[src/rtl/inst_fetch_if.sv]
`default_nettype none
// ============================================================================
// Module   : inst_fetch_if
// Brief    : Bundle of the fetch unit's redirect, instruction-memory and
//            decode-side handshake signals.
//            master : the fetch unit itself
//            slave  : the environment (memory, decode, branch unit)
// Revision : 1.0 - initial release
// ============================================================================
interface inst_fetch_if;
  logic        redirect_valid;
  logic [63:0] redirect_pc;
  logic        imem_req_valid;
  logic        imem_req_ready;
  logic [63:0] imem_req_addr;
  logic        imem_rsp_valid;
  logic [31:0] imem_rsp_data;
  logic        inst_valid;
  logic        inst_ready;
  logic [31:0] inst;
  logic [63:0] inst_pc;
  logic        misalign;

  modport master (
    input  redirect_valid, redirect_pc, imem_req_ready, imem_rsp_valid,
           imem_rsp_data, inst_ready,
    output imem_req_valid, imem_req_addr, inst_valid, inst, inst_pc, misalign
  );

  modport slave (
    output redirect_valid, redirect_pc, imem_req_ready, imem_rsp_valid,
           imem_rsp_data, inst_ready,
    input  imem_req_valid, imem_req_addr, inst_valid, inst, inst_pc, misalign
  );
endinterface
`default_nettype wire

[src/rtl/inst_fetch.sv]
`default_nettype none
// ============================================================================
// Module   : inst_fetch
// Brief    : Single-outstanding instruction fetch unit. Issues one memory
//            request, waits for its response, offers it to decode, then
//            advances the PC by 4. Redirects replace the fetch PC and squash
//            any old-path response or held instruction.
//            Optional feature macro: INST_FETCH_MISALIGN_CHK_EN
//              defined   : misaligned redirect targets park the unit in FAULT
//              undefined : redirect_pc[1:0] is forced to zero, misalign is 0
// Revision : 1.0 - initial release
// ============================================================================
module inst_fetch #(
  parameter logic [63:0] RESET_PC = 64'h0000_0000_8000_0000
) (
  input  logic          clk,
  input  logic          rst_n,
  inst_fetch_if.master  bus
);

  typedef enum logic [2:0] {
    IDLE  = 3'd0,
    REQ   = 3'd1,
    WAIT  = 3'd2,
    HOLD  = 3'd3,
    FAULT = 3'd4
  } state_t;

  state_t      r_state;
  logic [63:0] r_fetch_pc;
  logic [63:0] r_inst_pc;
  logic [31:0] r_inst;
  logic        r_drop;
  logic        r_req_valid;
  logic        r_inst_valid;
  logic        r_misalign;

  logic [63:0] w_redir_pc;
  logic        w_redir_bad;
  logic        w_redir_ok;
  logic        w_req_fire;

`ifdef INST_FETCH_MISALIGN_CHK_EN
  assign w_redir_pc  = bus.redirect_pc;
  assign w_redir_bad = bus.redirect_valid && (bus.redirect_pc[1:0] != 2'b00);
`else
  // Low bits are masked rather than dropped so the full target stays read.
  assign w_redir_pc  = {bus.redirect_pc[63:2], bus.redirect_pc[1:0] & 2'b00};
  assign w_redir_bad = 1'b0;
`endif

  assign w_redir_ok = bus.redirect_valid && !w_redir_bad;
  assign w_req_fire = r_req_valid && bus.imem_req_ready;

  assign bus.imem_req_valid = r_req_valid;
  assign bus.imem_req_addr  = r_fetch_pc;
  assign bus.inst_valid     = r_inst_valid;
  assign bus.inst           = r_inst;
  assign bus.inst_pc        = r_inst_pc;
  // Only ever set through the FAULT path, so it stays 0 without the check.
  assign bus.misalign       = r_misalign;

  // Fetch FSM with registered request/instruction outputs and squash tracking.
  always_ff @(posedge clk or negedge rst_n) begin
    if (!rst_n) begin
      r_state      <= IDLE;
      r_fetch_pc   <= RESET_PC;
      r_drop       <= 1'b0;
      r_req_valid  <= 1'b0;
      r_inst_valid <= 1'b0;
      r_inst       <= 32'h0;
      r_inst_pc    <= RESET_PC;
      r_misalign   <= 1'b0;
    end else begin
      case (r_state)
        IDLE: begin
          if (w_redir_bad) begin
            r_state    <= FAULT;
            r_misalign <= 1'b1;
          end else begin
            if (w_redir_ok) r_fetch_pc <= w_redir_pc;
            r_state     <= REQ;
            r_req_valid <= 1'b1;
          end
        end

        REQ: begin
          if (w_redir_bad) begin
            // An accepted request still owes a response; remember to eat it.
            r_state     <= FAULT;
            r_misalign  <= 1'b1;
            r_req_valid <= 1'b0;
            r_drop      <= w_req_fire;
          end else if (w_req_fire) begin
            r_state     <= WAIT;
            r_req_valid <= 1'b0;
            if (w_redir_ok) begin
              r_fetch_pc <= w_redir_pc;
              r_drop     <= 1'b1;
            end
          end else if (w_redir_ok) begin
            r_fetch_pc <= w_redir_pc;
          end
        end

        WAIT: begin
          if (w_redir_bad) begin
            r_state    <= FAULT;
            r_misalign <= 1'b1;
            r_drop     <= !bus.imem_rsp_valid;
          end else if (w_redir_ok) begin
            r_fetch_pc <= w_redir_pc;
            if (bus.imem_rsp_valid) begin
              r_drop      <= 1'b0;
              r_state     <= REQ;
              r_req_valid <= 1'b1;
            end else begin
              r_drop <= 1'b1;
            end
          end else if (bus.imem_rsp_valid) begin
            if (r_drop) begin
              r_drop      <= 1'b0;
              r_state     <= REQ;
              r_req_valid <= 1'b1;
            end else begin
              r_inst       <= bus.imem_rsp_data;
              r_inst_pc    <= r_fetch_pc;
              r_inst_valid <= 1'b1;
              r_state      <= HOLD;
            end
          end
        end

        HOLD: begin
          if (w_redir_bad) begin
            r_state      <= FAULT;
            r_misalign   <= 1'b1;
            r_inst_valid <= 1'b0;
          end else if (w_redir_ok) begin
            r_inst_valid <= 1'b0;
            r_fetch_pc   <= w_redir_pc;
            r_state      <= REQ;
            r_req_valid  <= 1'b1;
          end else if (bus.inst_ready) begin
            r_inst_valid <= 1'b0;
            r_fetch_pc   <= r_fetch_pc + 64'd4;
            r_state      <= REQ;
            r_req_valid  <= 1'b1;
          end
        end

        FAULT: begin
          if (w_redir_ok) begin
            r_misalign <= 1'b0;
            r_fetch_pc <= w_redir_pc;
            // A response still in flight must be drained before a new request
            // so that only one is ever outstanding.
            if (r_drop && !bus.imem_rsp_valid) begin
              r_state <= WAIT;
            end else begin
              r_drop      <= 1'b0;
              r_state     <= REQ;
              r_req_valid <= 1'b1;
            end
          end else if (bus.imem_rsp_valid) begin
            r_drop <= 1'b0;
          end
        end

        default: begin
          r_state      <= IDLE;
          r_req_valid  <= 1'b0;
          r_inst_valid <= 1'b0;
        end
      endcase
    end
  end

endmodule
`default_nettype wire

[src/flat_wrapper.sv]
// flat-port wrapper written by rule: the top's interface ports become plain ports
module inst_fetch_flat 
#(
  parameter logic [63:0] RESET_PC = 64'h0000_0000_8000_0000
)
  (clk, rst_n, bus_redirect_valid, bus_redirect_pc, bus_imem_req_ready, bus_imem_rsp_valid, bus_imem_rsp_data, bus_inst_ready, bus_imem_req_valid, bus_imem_req_addr, bus_inst_valid, bus_inst, bus_inst_pc, bus_misalign);
  inst_fetch_if bus_i ();
  input  logic clk;
  input  logic rst_n;
  input wire logic [$bits(bus_i.redirect_valid)-1:0] bus_redirect_valid;
  input wire logic [$bits(bus_i.redirect_pc)-1:0] bus_redirect_pc;
  input wire logic [$bits(bus_i.imem_req_ready)-1:0] bus_imem_req_ready;
  input wire logic [$bits(bus_i.imem_rsp_valid)-1:0] bus_imem_rsp_valid;
  input wire logic [$bits(bus_i.imem_rsp_data)-1:0] bus_imem_rsp_data;
  input wire logic [$bits(bus_i.inst_ready)-1:0] bus_inst_ready;
  output wire logic [$bits(bus_i.imem_req_valid)-1:0] bus_imem_req_valid;
  output wire logic [$bits(bus_i.imem_req_addr)-1:0] bus_imem_req_addr;
  output wire logic [$bits(bus_i.inst_valid)-1:0] bus_inst_valid;
  output wire logic [$bits(bus_i.inst)-1:0] bus_inst;
  output wire logic [$bits(bus_i.inst_pc)-1:0] bus_inst_pc;
  output wire logic [$bits(bus_i.misalign)-1:0] bus_misalign;
  assign bus_i.redirect_valid = bus_redirect_valid;
  assign bus_i.redirect_pc = bus_redirect_pc;
  assign bus_i.imem_req_ready = bus_imem_req_ready;
  assign bus_i.imem_rsp_valid = bus_imem_rsp_valid;
  assign bus_i.imem_rsp_data = bus_imem_rsp_data;
  assign bus_i.inst_ready = bus_inst_ready;
  assign bus_imem_req_valid = bus_i.imem_req_valid;
  assign bus_imem_req_addr = bus_i.imem_req_addr;
  assign bus_inst_valid = bus_i.inst_valid;
  assign bus_inst = bus_i.inst;
  assign bus_inst_pc = bus_i.inst_pc;
  assign bus_misalign = bus_i.misalign;
  inst_fetch #(.RESET_PC(RESET_PC)) u_core (.clk(clk), .rst_n(rst_n), .bus(bus_i));
endmodule
[config.mk]
export PLATFORM = sky130hd
export DESIGN_NAME = inst_fetch_flat
export DESIGN_NICKNAME = d
export VERILOG_FILES = /design/src/rtl/inst_fetch_if.sv /design/src/rtl/inst_fetch.sv /design/src/flat_wrapper.sv
export SDC_FILE = /design/constraint.sdc
export NUM_CORES = 1
export LEC_CHECK = 0
export CAP_MARGIN = 20
export CORE_MARGIN = 1
export CORE_UTILIZATION = 43
export CTS_BUF_LIST = sky130_fd_sc_hd__clkbuf_4
export CTS_CLUSTER_DIAMETER = 40
export DETAILED_ROUTE_END_ITERATION = 8
export PLACE_DENSITY = 0.84
export SLEW_MARGIN = 20
export SYNTH_ARGS = -nofsm -noshare
export SYNTH_HDL_FRONTEND = slang
export SYNTH_SLANG_ARGS = --single-unit
[constraint.sdc]
create_clock -name clk -period 2 [get_ports clk]
set_clock_uncertainty 0.1 [all_clocks]
set_input_delay 0.2 -clock clk [delete_from_list [all_inputs] [get_ports clk]]
set_output_delay 0.2 -clock clk [all_outputs]
set_load 0.005 [all_outputs]
==> impl_metrics.env <==
export IMPL_wl_per_cell_microns=22.65
export IMPL_synth_main_ff_cell="dfrtp_1"
export IMPL_yosysWarnings=0
export IMPL_period_minus_slack_ns=2.509
export IMPL_async_flop_share_pct=100.0
export IMPL_core_area_sq_mm=0.01802
export IMPL_crit_top_cell="nand4_1"
export IMPL_ir_drop_v=0.0004650
export IMPL_synth_cells=738
export IMPL_max_freq_mhz=398.5
export IMPL_area_growth_pct=66.39
export IMPL_crit_path_start="u_core.bus.imem_req_addr[26]"
export IMPL_worstPathArrival_ns=2.92
export IMPL_initial_utilization_pct=44.03
export IMPL_antenna_cells=0
export IMPL_grt_usage_pct=28.60
export IMPL_clock_sinks=161
export IMPL_synth_area_sq_mm=0.007936
export IMPL_min_path_type="input port to async pin"
export IMPL_io_buffers=257
export IMPL_critical_path_endpoint="u_core.bus.imem_req_addr[51]"
export IMPL_cp_slowest_stage_delay_ns=0.49
export IMPL_dieArea_sq_mm=0.01900
export IMPL_dieHeight_microns=137.9
export IMPL_dp_hpwl_microns=18990
export IMPL_period_share_pct=125.5
export IMPL_r2r_end="u_core.bus.imem_req_addr[51]"
export IMPL_finalMaxSlewViolations=0
export IMPL_clockBufferDepth=2
export IMPL_place_congestion=0.9245
export IMPL_cts_tree="done"
export IMPL_cp_slowest_cell="nor4_4"
export IMPL_tightest_slew_ns=0.5727
export IMPL_p_per_area_mw_per_mm2=811.6
export IMPL_fin_setup_tns_ns=-8.553
export IMPL_layout_drive_gt1_share_pct=34.01
export IMPL_final_cell_mix="clkdlybuf4s50_1 (229), dfrtp_1 (145), buf_4 (134)"
export IMPL_fp_dieW_microns=137.9
export IMPL_crit_type="register to register"
export IMPL_startpoint_type="register"
export IMPL_total_power_uw=10720
export IMPL_firstDrtPassIters=6
export IMPL_p_leak_uw=0.006083
export IMPL_clk_latency_ns=0.59
export IMPL_cts_made_buffers=17
export IMPL_antenna_found_initial=0
export IMPL_vias_per_cell=6.010
export IMPL_grt_max_degree=57
export IMPL_drt_iter0_markers=1084
export IMPL_synth_seq_cells=161
export IMPL_finalNetCount=1266
export IMPL_path_cells="buf_6, nand4_1, nor4_4, nand4_1, or3_1, a31oi_1"
export IMPL_antenna_left=0
export IMPL_yosysTopAreaCell="dfrtp_1"
export IMPL_layout_commonest_cell="clkdlybuf4s50_1"
export IMPL_hold_viol_final=0
export IMPL_yosysUniqueCellTypes=69
export IMPL_gr_total_overflow=0
export IMPL_drt_total_wl_microns=31820
export IMPL_ys_seq_area_share_pct=50.80
export IMPL_rows=49
export IMPL_vias=8444
export IMPL_grt_pass1_wl_microns=41020
export IMPL_critPathCaptureType="register"
export IMPL_syn_area_per_cell_sq_um=10.75
export IMPL_outcome="finished, violations left"
export IMPL_regToRegSetupSlack_ns=-0.51
export IMPL_worstPathMaxFanout=5
export IMPL_timing_slew_headroom_pct=61.82
export IMPL_violations="setup timing"
export IMPL_maxCapViolCount=0
export IMPL_synth_top_area_share_pct=50.13
export IMPL_drc=0
export IMPL_synth_area_leaders="dfrtp_1 (50%), mux2_2 (12%), nand2_1 (4.0%)"
export IMPL_final_setup_viol_count=107
export IMPL_clk_pin_slew_ns=0.16
export IMPL_grt_pass1_vias=7765
export IMPL_cts_root_buf="clkbuf_4"
export IMPL_critPathRequiredTime_ns=2.41
export IMPL_finalWorstSetupSlack_ns=-0.5095
export IMPL_cts_htree_levels=4
export IMPL_rsz0062_at_grt="true"
export IMPL_synth_edff_count=0
export IMPL_reg2reg_from="u_core.bus.imem_req_addr[26]"
export IMPL_reg2regPathDepth=6
export IMPL_pin_count=265
export IMPL_utilization_pct=73.26
final cells by class:
| cell class | count | area, sq um |
|---|---|---|
| fillers | 1139 | 4820 |
| flip-flops and latches | 161 | 4049 |
| clock inverters | 11 | 138.9 |
| well taps | 229 | 286.5 |
| multi-input cells | 521 | 4045 |
| inverters | 12 | 45.04 |
| clock buffers | 21 | 157.7 |
| repair buffers | 450 | 4483 |
metal layers:
metal  share of wire (%)  global-route usage (%)  vias up
li1                    -                       -     3528
met1                  36                   34.68     4043
met2                  48                   48.61      675
met5                   0                       0        -
met3                  10                   6.506      198
met4                 6.3                   12.38        0
cell families (layout without fill, tap and decap cells):
kind of cell	count (synthesis)	count (layout)	synth area share [%]
simple gates	282	284	19.90
flops	161	161	50.80
compound gates	111	111	8.655
mux	88	88	12.45
buf+inv	62	494	4.461
xor+xnor	32	32	3.531
fa+ha+maj	1	1	0.1576
other cells	1	5	0.04725
how the worst min path moves through the flow:
stage,cells past startpoint,start,slack (ns),to
finish,2,rst_n,0.04,u_core.bus.imem_req_addr[45]
global route,3,bus_redirect_pc[37],0.03,u_core.bus.imem_req_addr[37]
CTS,3,bus_redirect_pc[37],0.03,u_core.bus.imem_req_addr[37]
detailed placement,1,rst_n,0.11,u_core.bus.inst[8]
global placement,1,rst_n,0.11,u_core.bus.inst_pc[46]
floorplan,0,rst_n,-0.20,u_core.bus.imem_req_addr[10]
worst max-delay path, delay by kind of cell, from the launching register on:
family | cells | cell delay (ns)
buffers and inverters | 1 | 0.16
AO/OA/AOI/OAI | 1 | 0.13
AND/OR/NAND/NOR | 4 | 1.56
flip-flops | 1 | 0.48
what timing repair did:
action | CTS | global route
cloned | 2 | 10
hold buffers | 2 | 0
gates resized for setup | 53 | 101
endpoints found under the setup margin | 45 | 143
pin swaps | 23 | 53
buffers inserted | 21 | 42
hold endpoints to repair | 163 | 0
per-stage QoR:
step | hold WS [ns] | setup slack (ns) | std cells | cell area, sq um
2_1_floorplan | -0.1956 | -0.02396 | 742 | 8048
3_3_place_gp | 0.1116 | -0.4186 | 1297 | 11560
3_5_place_dp | 0.1125 | -0.4907 | 1297 | 11560
4_1_cts | 0.03392 | -0.1199 | 1354 | 12310
5_1_grt | 0.02909 | -0.5331 | 1405 | 13210
6_report | 0.04358 | -0.5095 | 1405 | 13210
sequential cells by signal, indices dropped and copies added, names as in the netlist:
register,flops
u_core.bus.inst,32
u_core.bus.inst_pc,62
u_core.bus.inst_valid,1
u_core.r_state,2
u_core.r_drop,1
u_core.bus.imem_req_addr,62
u_core.bus.imem_req_valid,1
cells in the mapped netlist, drive strengths merged (3+ instances only):
cell type / count
dfrtp: 159
nand2: 84
a21oi: 15
and3: 8
nor3: 17
mux2: 86
clkbuf: 26
and4: 6
nor2: 47
buf: 23
xnor2: 23
xor2: 9
nor4: 21
nand3: 27
o21ai: 55
inv: 12
nand4: 36
or4: 8
nand3b: 3
a31oi: 9
nor2b: 9
a221o: 4
or3: 9
a211o: 3
report_power, final:
group          switching [uW]  internal, uW  leakage, uW
Combinational            1600          2500      0.00388
Sequential                515          4000      0.00205
Clock                    1190           911     0.000155
No activity file was read; power rests on OpenSTA's default activity.
==> edit (config.mk and constraints unchanged) <==
Make the reset (`rst_n`) synchronous in one clocked block.
--- a/src/rtl/inst_fetch.sv
+++ b/src/rtl/inst_fetch.sv
@@ -61,7 +61,7 @@
   assign bus.misalign       = r_misalign;
 
   // Fetch FSM with registered request/instruction outputs and squash tracking.
-  always_ff @(posedge clk or negedge rst_n) begin
+  always_ff @(posedge clk) begin
     if (!rst_n) begin
       r_state      <= IDLE;
       r_fetch_pc   <= RESET_PC;
Function: not settled (the Yosys comparison gave no result); the edit may change what the design does.
==> edit against the unedited design <==
- the flow still finishes with violations (setup timing)
- sequential cell count unchanged
- via count up 7.4%
- die area down 7.3%
- cell area down 9.2%
- worst setup slack better by 300 ps
- critical path depth unchanged
- synthesized area down 7.4%
- count of clock-buffer cells in the layout down 4
- routed wire length down 9.6%
- hold slack better by 5.4 ps
- sequential share of layout area down 3.4 points
Power is not compared: it rests on default switching activity, and its combinational part moved more than twofold at a synthesized area within 25%.
==> edit: results <==
export IMPL_status="complete, but fails checks"
export IMPL_violations="setup timing"
export IMPL_globalRouteTotalUtil_pct=30.04
export IMPL_whs_ps=49.01
export IMPL_synth_mux_area_fraction_pct=0.8343
export IMPL_wl_met3_um=2833
export IMPL_cts_resized=37
export IMPL_syn_area_per_cell_sq_um=7.678
export IMPL_placedCellCount=1501
export IMPL_synth_common_cells="nand2_1, dfxtp_1, a21oi_1"
export IMPL_grt_pass1_vias=8364
export IMPL_use_met3_pct=7.625
export IMPL_synthXorXnorAreaFrac_pct=0.9535
export IMPL_buf_share_pct=32.52
export IMPL_seq_area_frac_synth_pct=43.86
export IMPL_drt_iter0_markers=957
export IMPL_cts_clk_slew_worst_paths_ps=140
export IMPL_dr_pass1_iters=8
export IMPL_seqAreaFraction_pct=27.28
export IMPL_layout_setup_ws_ps=-211.2
export IMPL_ctsHoldBuffers=1
export IMPL_wl_met1_um=11230
export IMPL_met2_usage_pct=50.56
export IMPL_worstMarginPinSlew_ps=627.7
export IMPL_n_tap_cell=220
export IMPL_hp_class="in2reg"
export IMPL_setup_viol=25
export IMPL_netlist_top_cells_area="dfxtp_1, nand2_1, a21oi_1, o21ai_0, clkbuf_1"
export IMPL_place_congestion=0.9647
export IMPL_grt_pass1_wl_um=42150
export IMPL_n_all_buffers=415
export IMPL_dr_wl_met2_um=13650
export IMPL_hpwlAfterDp_um=19910
export IMPL_detail_route_wl_per_cell_um=18.57
export IMPL_async_flop_share_pct=0
export IMPL_r2r_end="u_core.bus.imem_req_addr[42]"
export IMPL_multi_input_gates=712
export IMPL_synthAdderAreaFrac_pct=0.1703
export IMPL_avgViaCountPerCell=5.857
export IMPL_multi_input_area_share_pct=34.74
export IMPL_synth_compound_area_share_pct=21.01
export IMPL_cp_slowest_cell="or4_4"
edit: cell types whose count changed in the layout (fill, tap and decap cells not counted), moves of 27 or more:
| cell | before | now |
|---|---|---|
| a21oi_1 | 14 | 118 |
| buf_6 | 40 | 13 |
| dfrtp_1 | 145 | 0 |
| dfxtp_1 | 0 | 128 |
| dfxtp_2 | 0 | 30 |
| mux2_2 | 86 | 0 |
| nand2_1 | 79 | 222 |
edit: worst reg2reg max path: stages (launching register included):
cell and delay (ps):
dfxtp_2 380, nand4_4 100, or3_4 390, or4_4 570, buf_6 180, or3_1 310
a31oi_1 130
edit: worst max path at each step:
stage,slack (ps),endpoint,cells past startpoint
final,-210,u_core.bus.imem_req_addr[42],6
after global routing,-270,u_core.bus.imem_req_addr[36],6
after CTS,-190,u_core.bus.imem_req_addr[42],6
after detailed placement,-270,u_core.bus.imem_req_addr[38],6
after global placement,-220,u_core.bus.imem_req_addr[37],6
after floorplan,-360,u_core.bus.imem_req_addr[42],8
